### src/rtl/bcd_display_pkg.sv
// Shared seven-segment constants for the display scanners (active-low, {g,f,e,d,c,b,a}).
// Also reused by the balance top level.
package bcd_display_pkg;

  localparam logic [6:0] SEG_0     = 7'h40;
  localparam logic [6:0] SEG_1     = 7'h79;
  localparam logic [6:0] SEG_2     = 7'h24;
  localparam logic [6:0] SEG_3     = 7'h30;
  localparam logic [6:0] SEG_4     = 7'h19;
  localparam logic [6:0] SEG_5     = 7'h12;
  localparam logic [6:0] SEG_6     = 7'h02;
  localparam logic [6:0] SEG_7     = 7'h78;
  localparam logic [6:0] SEG_8     = 7'h00;
  localparam logic [6:0] SEG_9     = 7'h10;
  localparam logic [6:0] SEG_DASH  = 7'h3F;
  localparam logic [6:0] SEG_BLANK = 7'h7F;

  localparam logic [3:0] AN_OFF    = 4'hF;

  typedef enum logic [1:0] {
    DIGIT0,
    DIGIT1,
    DIGIT2,
    DIGIT3
  } digit_t;

  // Non-decimal nibbles show a dash so a converter fault is visible on the panel.
  function automatic logic [6:0] digit_code(input logic [3:0] nib);
    logic [6:0] code;
    case (nib)
      4'd0:    code = SEG_0;
      4'd1:    code = SEG_1;
      4'd2:    code = SEG_2;
      4'd3:    code = SEG_3;
      4'd4:    code = SEG_4;
      4'd5:    code = SEG_5;
      4'd6:    code = SEG_6;
      4'd7:    code = SEG_7;
      4'd8:    code = SEG_8;
      4'd9:    code = SEG_9;
      default: code = SEG_DASH;
    endcase
    return code;
  endfunction

  function automatic logic [3:0] digit_enable(input digit_t d);
    logic [3:0] one;
    one = 4'b0001;
    return ~(one << d);
  endfunction

endpackage

### src/rtl/seg7_decoder.sv
// Combinational BCD nibble to active-low seven-segment decoder with blank override.
module seg7_decoder
  import bcd_display_pkg::*;
(
  input  logic [3:0] nibble,
  input  logic       blank,
  output logic [6:0] seg
);

  always_comb begin
    seg = digit_code(nibble);
    if (blank) begin
      seg = SEG_BLANK;
    end
  end

endmodule

### src/rtl/bcd_display_scan.sv
// Four-digit multiplexed BCD display scanner with frame-synchronised updates and
// optional leading-zero blanking; an/seg are registered.
module bcd_display_scan
  import bcd_display_pkg::*;
#(
  parameter int unsigned REFRESH_DIV = 100000
) (
  input  logic        clk,
  input  logic        rst,
  input  logic [15:0] bcd,
  input  logic        load,
  input  logic        blank_lz,
  output logic [3:0]  an,
  output logic [6:0]  seg
);

  localparam int unsigned CW = $clog2(REFRESH_DIV);
  localparam logic [CW-1:0] PRESCALE_MAX = CW'(REFRESH_DIV - 1);

  logic [CW-1:0] prescale;
  logic          tick;
  logic          boundary;
  digit_t        idx;

  logic [15:0]   shadow;
  logic [15:0]   disp;
  logic          pending;

  logic [3:0]    zero;
  logic [3:0]    leading;
  logic [3:0]    cur_nib;
  logic          cur_blank;
  logic [6:0]    seg_next;
  logic [3:0]    an_next;

  assign tick     = (prescale == PRESCALE_MAX);
  assign boundary = tick && (idx == DIGIT3);

  always_ff @(posedge clk or posedge rst) begin
    if (rst) begin
      prescale <= '0;
      idx      <= DIGIT0;
    end else begin
      if (tick) begin
        prescale <= '0;
        idx      <= digit_t'(idx + 2'd1);
      end else begin
        prescale <= prescale + CW'(1);
      end
    end
  end

  // A load landing on the frame boundary bypasses the shadow so it is not lost
  // and cannot leave a stale pending flag behind.
  always_ff @(posedge clk or posedge rst) begin
    if (rst) begin
      shadow  <= '0;
      disp    <= '0;
      pending <= 1'b0;
    end else begin
      if (load) begin
        shadow <= bcd;
      end
      if (boundary) begin
        pending <= 1'b0;
        if (load) begin
          disp <= bcd;
        end else if (pending) begin
          disp <= shadow;
        end
      end else if (load) begin
        pending <= 1'b1;
      end
    end
  end

  always_comb begin
    zero = '0;
    for (int unsigned i = 0; i < 4; i++) begin
      zero[i] = (disp[4*i +: 4] == 4'd0);
    end
    leading    = '0;
    leading[3] = zero[3];
    leading[2] = leading[3] & zero[2];
    leading[1] = leading[2] & zero[1];
  end

  always_comb begin
    cur_nib = disp[3:0];
    case (idx)
      DIGIT0:  cur_nib = disp[3:0];
      DIGIT1:  cur_nib = disp[7:4];
      DIGIT2:  cur_nib = disp[11:8];
      DIGIT3:  cur_nib = disp[15:12];
      default: cur_nib = disp[3:0];
    endcase
    cur_blank = blank_lz & leading[idx];
    an_next   = digit_enable(idx);
  end

  seg7_decoder u_decoder (
    .nibble (cur_nib),
    .blank  (cur_blank),
    .seg    (seg_next)
  );

  always_ff @(posedge clk or posedge rst) begin
    if (rst) begin
      an  <= AN_OFF;
      seg <= SEG_BLANK;
    end else begin
      an  <= an_next;
      seg <= seg_next;
    end
  end

endmodule
### config.mk
export PLATFORM = sky130hd
export DESIGN_NAME = bcd_display_scan
export DESIGN_NICKNAME = d
export VERILOG_FILES = /design/src/rtl/bcd_display_pkg.sv /design/src/rtl/seg7_decoder.sv /design/src/rtl/bcd_display_scan.sv
export SDC_FILE = /design/constraint.sdc
export NUM_CORES = 1
export LEC_CHECK = 0
export CORE_MARGIN = 2
export CORE_UTILIZATION = 34
export CTS_CLUSTER_DIAMETER = 80
export DETAILED_ROUTE_END_ITERATION = 10
export GPL_TIMING_DRIVEN = 0
export HOLD_SLACK_MARGIN = 0.12
export SLEW_MARGIN = 20
export SYNTH_ARGS = -nofsm -noshare
export SYNTH_HDL_FRONTEND = slang
export SYNTH_HIERARCHICAL = 1
export SYNTH_SLANG_ARGS = --single-unit
### constraint.sdc
create_clock -name clk -period 3.1 [get_ports clk]
set_clock_uncertainty 0.15 [all_clocks]
set_input_delay 0.31 -clock clk [delete_from_list [all_inputs] [get_ports clk]]
set_output_delay 0.31 -clock clk [all_outputs]
set_load 0.005 [all_outputs]
==> flow_results.org, run 1 <==
** Worst setup path
- In this design, the stage delay of the slowest critical-path cell is about 0.47 ns.
- Crit path launch type :: register
- CP Cell Sequence :: inv_1, ha_1, buf_1, mux2i_1, inv_1, ha_1, or2_0, a211oi_2, nor2_1
- Critical Path AT :: 2.75 ns
- The critical path is of the reg2reg type.
- Standard cell with the maximum stage delay on the critical path :: sky130_fd_sc_hd__mux2i_1
- Crit path max fanout :: 6
- WP data required :: 3.20 ns
- CP Capture Type :: register

** Route
- Vias :: between 1500 and 2000
- Number of iterations in the first detailed-routing pass :: 6
- Dividing the detail-routed wire length by the instance count gives 12.9 um.
- Remaining antenna violation count after routing :: 0
- For this run, design rule violations remaining after detail routing come to 0.
- The first routing iteration left 89 violations.
- Summed over all layers, the routed wires come to 4920 um.
- In the routed layout, each cell is associated on average with a via count of roughly 4.7.

** Synthesis
- Fraction of synthesized cell area taken by the top area cell type :: between 40% and 50%
- Mapped Cells :: 230
- sky130_fd_sc_hd__dfrtp_1 is the most common cell in the netlist.
- Most instantiated cells after synthesis :: 52 x sky130_fd_sc_hd__dfrtp_1, 33 x sky130_fd_sc_hd__mux2_2, 17 x sky130_fd_sc_hd__nor2_1
- Top_reg_cell synth :: sky130_fd_sc_hd__dfrtp_1
- Total of flip-flops plus latches after synthesis :: between 60 and 70
- Leading post-synthesis cells by cell area :: sky130_fd_sc_hd__dfrtp_1 45%, sky130_fd_sc_hd__mux2_2 13%, sky130_fd_sc_hd__dfstp_2 10%
- Count of yosys warnings during synthesis :: 6
- Counting flops with an async set or reset pin after synthesis yields a share of 100%.
- Averaged over all synthesized cells, the footprint is 12.5 um^2.
- Number of nets produced by synthesis :: 261
- The synthesized netlist occupies a cell area of 2860 um^2.
- Number of synthesized flops with an enable pin :: 0
- Cell variety after synth :: 40
- Sequential area share after synthesis :: 55.5%
- The largest total area in the synthesized netlist belongs to sky130_fd_sc_hd__dfrtp_1.

** Global route
- Wire length of the first global-routing pass :: 8580 um
- Tot GR Track Use :: 12.2%
- After global routing the overflow that remains totals 0.
- Largest net degree at the start of global routing :: 41
- The via count of the first global-routing pass is about 1900.
- The initial antenna violation count is 0.

** Clock tree
- Post-CTS Setup Repair Bufs :: 0
- Number of buffers created by CTS :: 9
- At the later pin of the worst-skew pair, clock insertion delay measures 0.33 ns.
- Post-cts sizing count :: 0
- Cell at the root of the clock tree :: sky130_fd_sc_hd__clkbuf_8
- TritonCTS clock tree :: yes
- Deepest level of the CTS H-tree :: 3
- CTS hold repair buffers :: 0
- Buffer levels on the longest clock path :: 2
- Number of clock sinks :: 63
- After clock tree synthesis, the clock-pin slew on the worst setup and hold paths is 0.07 ns.

** Pwr
- Areal power density over the cells :: about 470 nW/um^2
- Total chip power :: 1.62 mW
- Reported leakage power :: 1.46 nW
- VDD sags by at most approximately 210 uV.

** STA
- Post-layout minimum cycle time :: 2.65 ns
- The tightest hold path in the finished design has a slack of about 0.13 ns.
- Timing would allow up to between 300 and 400 MHz.
- The worst pin sits at a relative slew slack of roughly 60%.
- Worst Setup Slack, final :: 0.450 ns
- Setup violations remaining at the end of the flow were counted as 0.
- Count of pins over their slew limit :: 0
- The worst path uses 85.5% of the clock period.
- Setup repair after global routing left no endpoint under its margin.
- For the pin with the worst max-slew slack, the measured transition is 0.620 ns.
- The number of hold violations in the final report is 0.

** Layout
- The area growth from synthesis to layout is 21.6%.
- Registers take 1590 um^2.
- Fraction of final layout cells sized beyond drive strength 1 :: between 20% and 30%
- In the final layout, the multi-input gates occupy ~1200 um^2.
- Final Instance Count excl. Fillers :: roughly 380
- For this run, the post-layout net count is around 300.
- After filler insertion, the fill cell instance count of the layout stands at 772.
- Diode insertion count for antenna repair :: 0

** Placed design
- Detailed placer's ending HPWL :: ~3500 um
- Setup slack at placement :: 0.495 ns
- Routability-driven placement finished with a final weighted congestion of around 0.79.
- Number of placed cells counting well taps :: roughly 370
- I/O Buffers :: 29

** Run status
- The run finished with clean final reports.

** Floorplan
- The floorplan step set the die width to 95.8 um.
- Initial cell density of the core :: approximately a third
- Number of standard-cell rows in the floorplan :: 33
- For this design the top-level I/O count stands at 31.
- Die outline area :: 9170 um^2
- In this run the standard cell core region covers 8180 um^2.
- The die is 95.8 um tall.

** Flow run
- Across the run, the number of max-cap violations was 0.

** Hold path
- Path type of the worst min-delay path :: in2async
## layer usage
metal  routed length (um)  share of wire (%)  vias to the layer above  GRT usage, %
met2                 2250                 46                       35          18.8
met4                   76                1.5                        0          5.71
met3                  195                4.0                       10          3.21
met1                 2400                 49                      877          16.2
li1                     -                  -                      886             -
met5                    0                  0                        -             0
## kinds of logic (layout without fill, tap and decap cells)
family	after synthesis	count (layout)	synth area share [%]
mux	37	37	14.4
xor+xnor	15	15	4.59
simple gates	61	61	12.4
flops	63	63	55.5
buf+inv	22	68	3.32
compound gates	21	21	5.02
fa+ha+maj	11	11	4.81
## layout make-up
cell class                 count  area share [%]
sequential                    63            45.7
multi-input combinational    145            33.8
timing repair buffer          30            8.91
clock buffer                  11            4.06
tap                          105            3.77
inverter                      15            1.69
buffer                         7            1.11
clock inverter                 5           0.934
## flip-flops by register name, indices dropped and copies added (netlist names)
register / cells
pending: 1
seg: 7
disp: 16
idx: 2
shadow: 16
an: 4
prescale: 17
## final timing paths
check,startpoint,endpoint,slack [ns],cells past startpoint
max,idx[0],seg[3],0.45,9
max in group asynchronous,rst,an[3],2.11,3
min reg2reg,shadow[2],shadow[2],0.35,1
min in group clk,shadow[2],shadow[2],0.35,1
min,rst,disp[2],0.13,2
max reg2reg,idx[0],seg[3],0.45,9
## metrics by stage
| step | utilization, % | instance area [um^2] | TNS, ns |
|---|---|---|---|
| 2_1_floorplan | - | 2860 | 0 |
| 3_3_place_gp | 40.2 | 3290 | -1.99 |
| 3_5_place_dp | 40.5 | 3310 | 0 |
| 4_1_cts | 42.6 | 3480 | 0 |
| 5_1_grt | 42.6 | 3480 | 0 |
| 6_report | 42.6 | 3480 | 0 |
## placed cells by master, fill, tap and decap left out, drive strengths merged
cell,n
clkbuf,13
nand2,5
o21ai,6
o22ai,1
or4b,1
nor2b,2
a21oi,5
o21bai,2
nand3,9
dfstp,11
or2,2
o21a,1
a211oi,1
nor4b,2
or4,1
mux2i,4
buf,6
a222oi,4
xor2,3
inv,16
dfrtp,52
or3,1
and2,1
clkinv,4
xnor2,12
nand2b,3
nor4,4
and4,2
nand4,6
nor3,3
clkdlybuf4s50,29
nor4bb,2
mux2,33
nor2,17
ha,11
o31ai,1
## critical path: cells and delay by family (launching register included)
family                     cells  cell delay, ns
AOI/OAI and AO/OA              1            0.27
muxes                          1            0.47
DFF                            1            0.41
adders and majority gates      2            0.37
buffers and inverters          3            0.58
and+or+nand+nor                2            0.31
## report_power, final
part	internal (mW)	switching, mW	leakage, nW
Clock	0.312	0.313	0.0935
Sequential	0.863	0.0123	0.777
Combinational	0.0713	0.0530	0.592
Total	1.25	0.378	1.46
Power figures use the tool's default switching activity.
==> run 2, diff against run 1 <==
==> constraint.sdc (replaced) <==
create_clock -name clk -period 2.4 [get_ports clk]
set_clock_uncertainty 0.15 [all_clocks]
set_input_delay 0.24 -clock clk [delete_from_list [all_inputs] [get_ports clk]]
set_output_delay 0.24 -clock clk [all_outputs]
set_load 0.005 [all_outputs]
==> run 2 against run 1 <==
  * Wire length up 1.6%
  * Register-to-register slack worse by 0.30 ns
  * Final cell count is 1.0% higher
  * Sequential power is 29% higher
  * Fmax rose by 18%
  * Critical path depth fell by 2
  * Critical endpoint unchanged
  * Flip-flop and latch count is the same
  * Largest power group unchanged
  * First-iteration DRC count grew 9.0%
  * Setup slack got worse by 0.30 ns
==> flow_results.org, run 2 (synthesis results as in run 1) <==
** Run status
- The flow ran to the end, and the final reports show no timing, DRC or antenna violations.

** Layout
- Largest register by flop count :: prescale
- The flip-flop count of the largest register, all copies and words added came to 17 (unchanged).
- Most common cell after layout, fill and taps aside :: sky130_fd_sc_hd__dfrtp_1
- Synthesis-to-layout area growth :: 25.6%
- Fraction of final layout cells sized beyond drive strength 1 :: 30.7% (+5.7 points)
- The library cells used most frequently in the layout, excluding fill and tap cells, are 50 x sky130_fd_sc_hd__dfrtp_1, 33 x sky130_fd_sc_hd__mux2_2, 29 x sky130_fd_sc_hd__clkdlybuf4s50_1, 17 x sky130_fd_sc_hd__nor2_1.
- The antenna diode count is 0 (unchanged).
- The final net count came to 306 (+1.3%).
- The largest registers in the layout are prescale (17), disp (16), shadow (16).

** Pwr
- The leakage power came to 1.48 nW (+1.0%).
- Combinational share of power :: 7.8% (about the same)
- The share of total power in sequential cells came to 53.7% (-0.2 points).
- Areal power density over the cells :: 585 nW/um^2 (+25%)
- Total chip power :: 2.10 mW (+29%)
- Int Power :: 1.61 mW (+29%)
- Switching fraction of total power :: 23.3% (+0.072 points)
- The switching power total came to 0.491 mW (+30%).
- The worst voltage drop across the vdd grid was 267 uV (+28%).
- The clock share of power is 38.5% (about the same).

** Worst setup path
- Crit path max fanout :: 6 (unchanged)
- Cell depth of the worst flop-to-flop path :: 7 (-2)
- The setup slack of the most critical reg-to-reg path was 0.15 ns (-0.30 ns).
- Origin of the critical flop-to-flop path :: idx[1]
- The worst register-to-register path ends at seg[3].
- The critical path is of the reg2reg type.
- CP Capture Type :: register
- WP data required :: 2.51 ns (-0.69 ns)
- The critical path starts at idx[1].
- STA classifies the critical path startpoint as a register.
- The critical path ends at seg[3].
- The arrival time of the worst setup path was 2.36 ns (-0.39 ns).

** Hold path
- The path class of the tightest hold or removal check is in2reg.

** STA
- The minimum period implied by the final worst setup slack was 2.25 ns (-0.401 ns).
- The final max-slew violation count is 0 (unchanged).
- The final hold slack is 0.293 ns (+0.159 ns).
- Pin slew with the least headroom to its limit :: 0.638 ns (+0.0180 ns)
- Peak clock frequency supported by timing :: 445 MHz (+18%)
- Count of final setup violators :: 0 (unchanged)
- Setup repair after global routing missed its margin :: no
- The final clock period utilization by the worst path is 93.7% (+8.2 points).
- The number of hold violations in the final report is 0 (unchanged).
- Setup TNS after final layout :: 0 ns (unchanged)
- Worst slew margin :: 57.5% (-1.2 points)

** Placed design
- The final weighted congestion in routability-driven placement came to 0.786 (unchanged).
- I/O Buffers :: 29 (unchanged)
- Detailed placer's ending HPWL :: 3530 um (unchanged)

** Clock tree
- The H-tree depth came to 3 (unchanged).
- Number of buffers created by CTS :: 9 (unchanged)
- Cell at the root of the clock tree :: sky130_fd_sc_hd__clkbuf_8
- Clock transition at the register clock pins on the worst setup and hold paths after CTS :: 0.07 ns (about the same)
- Buffer levels on the longest clock path :: 2 (unchanged)
- The clock net sink count is 63 (unchanged).
- The clock network latency to the later pin of the worst-skew pair came to 0.33 ns (about the same).
- TritonCTS clock tree :: yes

** Floorplan
- Number of standard-cell rows in the floorplan :: 33 (unchanged)
- Area of the core :: 8180 um^2 (unchanged)
- The starting utilization of the core area was 35.0% (unchanged).
- The I/O pin count came to 31 (unchanged).
- Die outline area :: 9170 um^2 (unchanged)
- DIE WIDTH :: 95.8 um (unchanged)
- The die height came to 95.8 um (unchanged).

** Global route
- Overflow left after global routing :: 0 (unchanged)
- The initial antenna violation count was 0 (unchanged).
- Tot GR Track Use :: 12.3% (+0.083 points)
- Largest net degree at the start of global routing :: 41 (unchanged)
- The via count of the first global-routing pass came to 1868 (+0.48%).
- Wire length of the first global-routing pass :: 8640 um (+0.64%)

** Route
- The antenna violation net count after detailed routing came to 0 (unchanged).
- Vias per Instance :: 4.78 (+0.66%)
- The first-pass iteration count of the detailed router was 4 (-2).
- Total wire length after detailed routing :: 5000 um (+1.6%)
- The remaining routing DRC violations was 0 (unchanged).
- Drt wl/cell :: 13.0 um (+0.53%)
- Initial DRC Count :: 97 (+9.0%)
- Vias :: 1839 (+1.7%)

** Flow run
- Count of maximum capacitance violations :: 0 (unchanged)
run 2: how the worst min path moves through the flow:
stage / startpoint / endpoint / cells after the start
floorplan: bcd[0] / shadow[0] / 1
global placement: shadow[2] / shadow[2] / 1
detailed placement: shadow[2] / shadow[2] / 1
CTS: load / shadow[7] / 2
global route: load / shadow[6] / 2
finish: load / shadow[7] / 2
run 2: stage by stage:
stage / instance area [um^2] / utilization, % / worst slack (ns) / instances
6_report: 3600 / 44.0 / 0.151 / 385
5_1_grt: 3600 / 44.0 / 0.00770 / 385
3_3_place_gp: 3290 / 40.2 / -0.671 / 364
2_1_floorplan: 2860 / - / 0.0659 / 230
4_1_cts: 3530 / 43.1 / 0.00430 / 384
3_5_place_dp: 3310 / 40.5 / -0.205 / 365
run 2: final cells by class:
type,instances,area [um^2]
Sequential cell,63,1590
Inverter,15,61.3
Clock inverter,5,32.5
Clock buffer,11,141
Tap cell,105,131
Buffer,6,36.3
Timing Repair Buffer,35,350
Multi-Input combinational cell,145,1250
Fill cell,758,4580
run 2: power by group through the flow:
stage | Clock (mW) | Sequential, mW | Combinational [mW]
2_1_floorplan | 0 | 1.15 | 0.0898
3_3_place_gp | 0 | 1.15 | 0.159
3_5_place_dp | 0 | 1.15 | 0.164
4_1_cts | 0.840 | 1.13 | 0.168
5_1_grt | 0.897 | 1.14 | 0.186
6_report | 0.809 | 1.13 | 0.164
run 2: metal layers:
layer / vias up / share of wire, % / routed length [um] / global-route usage (%)
met5: - / 0 / 0 / 0
met4: 0 / 1.7 / 87 / 5.71
met3: 11 / 4.2 / 209 / 3.21
met2: 38 / 47 / 2330 / 19.1
met1: 893 / 48 / 2380 / 16.1
li1: 897 / - / - / -
run 2: critical path, stage by stage (launching register included):
cell and delay, ns:
sky130_fd_sc_hd__dfrtp_2 0.47, sky130_fd_sc_hd__ha_4 0.21, sky130_fd_sc_hd__a222oi_1 0.52, sky130_fd_sc_hd__mux2i_4 0.17, sky130_fd_sc_hd__inv_1 0.14, sky130_fd_sc_hd__ha_1 0.25, sky130_fd_sc_hd__nor4bb_1 0.15, sky130_fd_sc_hd__nor2_1 0.12
run 2: what timing repair did:
item / CTS / global route
hold buffers: 1 / 0
pin swaps: 2 / 4
hold endpoints to repair: 15 / 0
setup buffers: 3 / 1
setup endpoints to repair: 12 / 32
gates resized for setup: 3 / 18
==> run 3, diff against run 2 <==
--- a/config.mk
+++ b/config.mk
@@ -10,7 +10,7 @@
 export CTS_CLUSTER_DIAMETER = 80
 export DETAILED_ROUTE_END_ITERATION = 10
 export GPL_TIMING_DRIVEN = 0
-export HOLD_SLACK_MARGIN = 0.12
+export HOLD_SLACK_MARGIN = 0.15
 export SLEW_MARGIN = 20
 export SYNTH_ARGS = -nofsm -noshare
 export SYNTH_HDL_FRONTEND = slang
==> results of run 3 <==
No change in the layout: final DEF, timing and power equal those of run 2.
